**src/rtl/burst_rr_pkg.sv**
```systemverilog
// Shared types and default sizes for the burst round-robin scheduler.
//   state_t     : scheduler FSM state (IDLE arbitrates, BURST transfers beats)
//   N_DEF       : default requester count
//   DW_DEF      : default beat data width
//   LENW_DEF    : default burst length field width (field = beats-1)
package burst_rr_pkg;

  localparam int unsigned N_DEF    = 3;
  localparam int unsigned DW_DEF   = 8;
  localparam int unsigned LENW_DEF = 4;
  localparam int unsigned SRCW_DEF = $clog2(N_DEF);

  typedef enum logic {
    IDLE  = 1'b0,
    BURST = 1'b1
  } state_t;

endpackage

```
**src/rtl/rr_pick.sv**
```systemverilog
// Combinational round-robin picker.
//   req      in  N     request vector
//   last_ptr in  SRCW  index of the previous winner (scan starts just past it)
//   found    out 1     at least one request is set
//   idx      out SRCW  first set request after last_ptr, wrapping modulo N
module rr_pick
  import burst_rr_pkg::*;
#(
  parameter  int unsigned N    = N_DEF,
  localparam int unsigned SRCW = $clog2(N)
) (
  input  logic [N-1:0]    req,
  input  logic [SRCW-1:0] last_ptr,
  output logic            found,
  output logic [SRCW-1:0] idx
);

  localparam int unsigned PW = SRCW + 1;

  logic [2*N-1:0] dbl;
  logic [PW-1:0]  pos;

  // Duplicating the request vector turns the modulo-N wrap into a straight
  // scan over positions last_ptr+1 .. last_ptr+N. Scanning from the far end
  // lets the nearest set position overwrite the result.
  always_comb begin
    dbl   = {req, req};
    pos   = '0;
    found = 1'b0;
    idx   = '0;
    for (int k = int'(N); k >= 1; k--) begin
      pos = PW'(last_ptr) + PW'(k);
      if (dbl[pos]) begin
        found = 1'b1;
        idx   = (pos >= PW'(N)) ? SRCW'(pos - PW'(N)) : SRCW'(pos);
      end
    end
  end

endmodule

```
**src/rtl/burst_rr_scheduler.sv**
```systemverilog
// Round-robin scheduler with burst locking in front of a single beat port.
//   clk, rstn  clock, synchronous active-low reset
//   en         allows new grants (an ongoing burst always completes)
//   req_vld    per-requester beat valid / burst request
//   req_len    per-requester burst length-1, slice i = [i*LENW +: LENW]
//   req_data   per-requester beat data, slice i = [i*DW +: DW]
//   req_rdy    per-requester beat accepted
//   o_vld, o_data, o_last, o_src, o_rdy  downstream beat port
// Downstream outputs are steered combinationally from the granted requester.
module burst_rr_scheduler
  import burst_rr_pkg::*;
#(
  parameter  int unsigned N    = N_DEF,
  parameter  int unsigned DW   = DW_DEF,
  parameter  int unsigned LENW = LENW_DEF,
  localparam int unsigned SRCW = $clog2(N)
) (
  input  logic              clk,
  input  logic              rstn,
  input  logic              en,
  input  logic [N-1:0]      req_vld,
  input  logic [N*LENW-1:0] req_len,
  input  logic [N*DW-1:0]   req_data,
  output logic [N-1:0]      req_rdy,
  output logic              o_vld,
  output logic [DW-1:0]     o_data,
  output logic              o_last,
  output logic [SRCW-1:0]   o_src,
  input  logic              o_rdy
);

  state_t            state_q, state_d;
  logic [SRCW-1:0]   src_q, src_d;
  logic [LENW-1:0]   cnt_q, cnt_d;
  logic [SRCW-1:0]   last_q, last_d;

  logic              pick_found;
  logic [SRCW-1:0]   pick_idx;

  logic [LENW-1:0]   len_a  [N];
  logic [DW-1:0]     data_a [N];

  // Unpack the flat per-requester buses.
  always_comb begin
    for (int i = 0; i < int'(N); i++) begin
      len_a[i]  = req_len[i*LENW +: LENW];
      data_a[i] = req_data[i*DW +: DW];
    end
  end

  rr_pick #(.N(N)) u_pick (
    .req      (req_vld),
    .last_ptr (last_q),
    .found    (pick_found),
    .idx      (pick_idx)
  );

  // State register; last_q resets to N-1 so requester 0 is first in line.
  always_ff @(posedge clk) begin
    if (!rstn) begin
      state_q <= IDLE;
      src_q   <= '0;
      cnt_q   <= '0;
      last_q  <= SRCW'(N - 1);
    end else begin
      state_q <= state_d;
      src_q   <= src_d;
      cnt_q   <= cnt_d;
      last_q  <= last_d;
    end
  end

  // Next state and beat steering.
  always_comb begin
    state_d = state_q;
    src_d   = src_q;
    cnt_d   = cnt_q;
    last_d  = last_q;
    o_vld   = 1'b0;
    o_data  = '0;
    o_last  = 1'b0;
    req_rdy = '0;

    case (state_q)
      IDLE: begin
        // Length is captured here only; later changes on req_len are ignored.
        if (en && pick_found) begin
          state_d = BURST;
          src_d   = pick_idx;
          cnt_d   = len_a[pick_idx];
        end
      end
      BURST: begin
        o_vld          = req_vld[src_q];
        o_data         = data_a[src_q];
        o_last         = (cnt_q == '0);
        req_rdy[src_q] = o_rdy;
        if (o_vld && o_rdy) begin
          if (o_last) begin
            last_d  = src_q;
            state_d = IDLE;
          end else begin
            cnt_d = cnt_q - LENW'(1);
          end
        end
      end
      default: state_d = IDLE;
    endcase
  end

  assign o_src = src_q;

endmodule

```
**config.mk**
```make
export PLATFORM = sky130hd
export DESIGN_NAME = burst_rr_scheduler
export DESIGN_NICKNAME = d
export VERILOG_FILES = /design/src/rtl/burst_rr_pkg.sv /design/src/rtl/rr_pick.sv /design/src/rtl/burst_rr_scheduler.sv
export SDC_FILE = /design/constraint.sdc
export NUM_CORES = 1
export LEC_CHECK = 0
export ABC_AREA = 1
export BUFFER_PORTS_ARGS = -buffer_cell sky130_fd_sc_hd__buf_2
export CAP_MARGIN = 20
export CORE_MARGIN = 2
export CORE_UTILIZATION = 45
export DETAILED_ROUTE_END_ITERATION = 7
export GPL_ROUTABILITY_DRIVEN = 0
export PLACE_DENSITY = 0.74
export SYNTH_ARGS = -nofsm -noshare
export SYNTH_HDL_FRONTEND = slang
export SYNTH_SLANG_ARGS = --single-unit
```
**constraint.sdc**
```tcl
create_clock -name clk -period 5.6 [get_ports clk]
set_clock_uncertainty 0.1 [all_clocks]
set_input_delay 0.56 -clock clk [delete_from_list [all_inputs] [get_ports clk]]
set_output_delay 0.56 -clock clk [all_outputs]
set_load 0.01 [all_outputs]
```
# == Yosys cells after proc, flatten, opt, wreduce, memory -nomap -nowiden ==
# Index checks and enable logic that the tools add are counted.
# totals
ff_bits,9
latchBits,0
ramBits,0
rom_bits,0
input_bits,43
output_inout_bits,15
elab_cells,72
memories,0
# op_classes
addsub,7
mul,0
n_div,0
n_lt_le_gt_ge,10
eq_ne,3
n_shift,0
muxes,37
bitwise_logic,4
reduce_logical,7
# ops
cell,n
8-bit two-way mux,3
4-bit two-way mux,5
8-bit binary-select mux with 2-bit select,1
1-bit two-way mux,13
3-bit by 4-bit less-than comparator with 1-bit output (second input constant),3
2-bit two-way mux,6
1-bit binary-select mux with 3-bit select,3
3-bit by 2-bit >= comparator with 1-bit output (second input constant),3
4-bit binary-select mux with 2-bit select,1
4-bit one-hot mux with 2 select lines,1
2-bit by 2-bit adder with 3-bit output (second input constant),2
3-bit >= comparator (second input constant),2
2-bit NOT with 3-bit output,2
3-bit AND reduction,2
2-bit subtractor (second input constant),3
4-bit logical NOT,1
2-bit inequality test (second input constant),2
4-bit by 1-bit subtractor with 4-bit output (second input constant),1
2-bit by 1-bit adder with 3-bit output (second input constant),1
3-bit bitwise AND,1
1-bit logical AND,3
2-bit by 3-bit less-than comparator with 1-bit output (second input constant),1
3-bit two-way mux,1
1-bit binary-select mux with 2-bit select,1
6 further kinds,6

# == Longest topological paths before layout ==
# depth
ltp_word,12
depth_mapped,14
ltp_nobuf,14

# == Modules after synthesis ==
# Synthesis repeated with hierarchy kept, for this count alone.
# hier_totals
hier_cells,210
area_unflattened_um2,1224.9
# by_module_without_submodules
module,instances,cells_each,area_per_inst_um2,seq_area_each_um2
burst_rr_scheduler,1,162,922.1,180.2
rr_pick,1,48,302.8,0.0

# == Worst setup path after synthesis ==
# Ideal clock, no wire load.
# synth_timing
path_type,reg2reg
start,reg last_q[0]
end,reg cnt_q[2]
setup_time_ps,118
t_arrival_ps,1719
t_required_ps,5382
slack_ps,3663
stages_incl_launch_ff,15
n_path_buf,0
period_less_slack_ps,1937
path_cell_list,dfxtp_1 -> inv_2 -> ha_1 -> inv_2 -> nand3_1 -> nand3_1 -> inv_1 -> nor2_2 -> nand2_4 -> nand3_4 -> nand2_2 -> nand2_4 -> a21oi_2 -> nand2_1 -> a21oi_1
# synth_via
elab_chain_len,12
elab_cells_between_ends,33
classes_between,add/sub: 6; order compare: 3; eq/ne: 1; mux: 20; bitwise: 1; reduce/logical: 2
# synth_rtl
element,line,rtl
start: declaration,burst_rr_scheduler.sv:35,"logic [SRCW-1:0] last_q, last_d;"
start signal: assignment,burst_rr_scheduler.sv:64,last_q <= SRCW'(N - 1);
start signal: assignment,burst_rr_scheduler.sv:69,last_q <= last_d;
2-bit by 2-bit adder with 3-bit output,rr_pick.sv:32,pos = PW'(last_ptr) + PW'(k);
"3-bit by 2-bit >= comparator with 1-bit output, or another cell as far along",rr_pick.sv:35,idx = (pos >= PW'(N)) ? SRCW'(pos - PW'(N)) : SRCW'(pos);
2-bit two-way mux or 1-bit two-way mux (tied branches),"rr_pick.sv:35, rr_pick.sv:33",
2-bit two-way mux (3 in series),rr_pick.sv:33,if (dbl[pos]) begin
2-bit NOT with 3-bit output (not written as such),burst_rr_scheduler.sv:90,cnt_d = len_a[pick_idx];
4-bit binary-select mux with 2-bit select,burst_rr_scheduler.sv:90,
4-bit two-way mux (not written as such) (2 in series),burst_rr_scheduler.sv:90,
4-bit two-way mux,burst_rr_scheduler.sv:87,if (en && pick_found) begin
4-bit one-hot mux with 2 select lines,burst_rr_scheduler.sv:84,case (state_q)
end signal: assignment,burst_rr_scheduler.sv:68,cnt_q <= cnt_d;
end: declaration,burst_rr_scheduler.sv:34,"logic [LENW-1:0] cnt_q, cnt_d;"
# Several ways; a longest one is shown, not always the timed one. The select of a mux whose other input is x is not followed.
# A chain may end at the register's enable or synchronous reset.

# == Final worst setup path ==
# layout_timing
start,"reg src_q[1], in the netlist o_src[1]"
end,out o_vld
# layout_via
elab_chain_len,3
# layout_rtl
element,line,rtl
start: declaration,burst_rr_scheduler.sv:33,"logic [SRCW-1:0] src_q, src_d;"
start signal: assignment,burst_rr_scheduler.sv:67,src_q <= src_d;
1-bit binary-select mux with 2-bit select,burst_rr_scheduler.sv:94,o_vld = req_vld[src_q];
1-bit two-way mux (not written as such),burst_rr_scheduler.sv:94,
1-bit two-way mux,burst_rr_scheduler.sv:84,
end: declaration,burst_rr_scheduler.sv:25,"output logic o_vld,"
# Every way passes these cells. The select of a mux whose other input is x is not followed.

==> summary.txt <==
Outcome
  • Outcome: complete, no violations

Timing
  • Setup ws final: 3.19 ns
  • Unrepaired setup endpoints after global routing: no
  • Final period util: 43.1%
  • Slew Limit Fails: 0
  • Max Freq: 0.414 GHz
  • Actual slew at the worst max-slew pin: 0.780 ns
  • Slew HR: 47.9%
  • Setup tns final: 0 ns
  • Hold Vio Cnt, Final: 0
  • Final setup vio count: 0
  • Minimum clock period: 2.41 ns

Clock network
  • Clock slew at reported path FFs: 0.06 ns
  • H-tree levels: 1
  • Cts hold-fix bufs: 0
  • Post-CTS setup buffers: 0
  • Clk_lat worst skew: 0.26 ns
  • Post-CTS sizing: 0
  • CTS tree: built
  • Clock buffer count from CTS: 3
  • Clock root buffer: clkbuf_4
  • CTS Sinks: 9
  • Max Buffers Root-to-Sink: 2

Finish
  • Number of filler cells placed in the layout: 266
  • Final nets: 311
  • Commonest non-fill, non-tap cell in the layout: buf_2
  • Ant diodes: 0
  • Most frequent cells in the layout: buf_2, nand2_1, nand3_1
  • Area Growth Syn to Fin: 27.4%
  • Sequential cell area: 180 um^2
  • Multi-input logic area: 886 um^2
  • Post-route core utilization: 61.3%
  • Layout cell share with drive strength beyond 1: 34.2%

Detailed routing
  • Final WL: 2960 um
  • Pre-antenna DRT Iters: 4
  • Iteration-0 DRC Markers: 43
  • DRC Markers: 0
  • Drt via density: 4.96
  • WL/cell: 10.2 um
  • Vias: 1,438
  • Final ANT Viol Nets: 0

GRT
  • Aggregate global-route resource usage: 19.8%
  • Remaining global-route overflow: 0
  • Vias in the first global route: 1,280
  • First-pass GRT wire length: 5190 um
  • Pin count of the biggest net entering global routing: 21
  • Initial antenna violation count: 0

Die
  • IO Pins: 58
  • Area of the core: 2500 um^2
  • Core Rows: 18
  • Starting Density: 48.1%
  • Die width: 55.7 um
  • Chip Height: 55.7 um
  • Die ar.: 3100 um^2

Yosys
  • Yosys warns: 0
  • Cell Area, Synth: 1200 um^2
  • Post-Synth Simple-Gate Area: 55.9%
  • Gate Count Post-Synth: 204
  • Post-synthesis area per instance: 5.89 um^2
  • Largest family of logic cells by synthesized area: simple AND/OR/NAND/NOR gates
  • Synth unique cells: 25
  • Mux contribution to synthesized area: 0%
  • FF+latch count, synth: 9
  • Compound-cell area share of the yosys netlist: 9.05%
  • Post-synthesis xor/xnor area fraction: 1.46%
  • Post-Synth Adder-Cell Area: 7.28%
  • Synthesized Nets: 254
  • Post-synthesis sequential area ratio: 15.0%

Critical path
  • R2R Path Start: last_q[0]$_SDFFE_PN0P_
  • Crit start category: flip-flop
  • Worst Setup End Kind: output pin
  • CP arrival: 1.75 ns
  • CP Max Fanout: 14
  • Crit Path Class: reg2out
  • Worst Path Required: 4.94 ns
  • Crit path launch: o_src[1]$_SDFFE_PN0P_

Placed design
  • IO Port Bufs: 57
  • Setup WS pre-CTS: 3.47 ns
  • DPL Wire Length: 2420 um

Power and ir drop
  • Total power: 0.380 mW
  • Leakage Power: 0.902 nW
  • VDD IR max: 0.183 mV
  • Pwr per Cell Area: 248 nW/um^2

Worst hold path
  • Worst hold-check path type: reg2reg
  • Beginning of the worst hold path: cnt_q[1]$_SDFFE_PN0P_

Job
  • Max cap viols: 0
stage by stage:
stage,hold WS [ns],area (um^2),cells
after floorplan,0.344,1200,204
after global placement,0.357,1510,286
after CTS,0.375,1530,290
after detailed placement,0.365,1510,286
after global routing,0.403,1530,290
final,0.372,1530,290
state kept, by name (all words and copies together) (netlist names):
register,cells
last_q,2
o_src,2
cnt_q,4
state_q,1
worst max-delay path: stages, from the launching register on:
cell      delay, ns
dfxtp_1        0.45
inv_1          0.33
nand2_1        0.12
o211ai_1       0.26
nand2_1        0.10
inv_2          0.09
buf_2          0.12
layout make-up:
| class | instances | area share, % |
|---|---|---|
| clock buffer | 4 | 1.72 |
| multi-input combinational | 159 | 57.8 |
| timing repair buffer | 57 | 18.6 |
| sequential | 9 | 11.8 |
| inverter | 31 | 7.60 |
| tap | 30 | 2.45 |
synth_stat cells:
master / count / area share, %
a21oi_1: 8 / 3.3
a21oi_2: 4 / 2.9
buf_1: 1 / 0.31
buf_2: 1 / 0.42
clkbuf_1: 3 / 0.94
dfxtp_1: 9 / 15
ha_1: 7 / 7.3
inv_1: 25 / 7.8
inv_2: 6 / 1.9
nand2_1: 54 / 17
nand2_2: 7 / 3.6
nand2_4: 3 / 2.8
nand3_1: 41 / 17
nand3_2: 4 / 3.3
nand3_4: 2 / 2.9
nand3b_1: 5 / 3.1
nand4_1: 1 / 0.52
nor2_1: 12 / 3.7
nor2_2: 2 / 1.0
nor3_1: 2 / 0.83
o211ai_1: 2 / 1.2
o21ai_0: 2 / 0.83
o21ai_2: 1 / 0.73
xnor2_1: 1 / 0.73
xor2_1: 1 / 0.73
power breakdown:
part           internal (mW)  total (mW)  switching (mW)
sequential            0.0752      0.0970          0.0217
clock                 0.0275      0.0505          0.0230
combinational         0.0929       0.233           0.140
total                  0.196       0.380           0.185
cells by family (layout without fill, tap and decap cells):
family / after synthesis / in the layout
AOI/OAI and AO/OA: 17 / 17
xor gates and xnor gates: 2 / 2
adders and majority gates: 7 / 7
buffers and inverters: 36 / 92
DFF: 9 / 9
and+or+nand+nor: 133 / 133
layer usage:
metal | track usage [%] | share of wire, %
met4 | 3.14 | 0
met1 | 25.1 | 46
met3 | 4.19 | 4.8
met2 | 34.7 | 49
met5 | 0 | 0
worst paths after layout:
| path | end | slack [ns] | cells past startpoint |
|---|---|---|---|
| max | o_vld | 3.19 | 6 |
| min | cnt_q[1]$_SDFFE_PN0P_ | 0.37 | 2 |
| max reg2reg | cnt_q[2]$_SDFFE_PN0P_ | 3.47 | 14 |
| min reg2reg | cnt_q[1]$_SDFFE_PN0P_ | 0.37 | 2 |
Power figures use the tool's default switching activity.
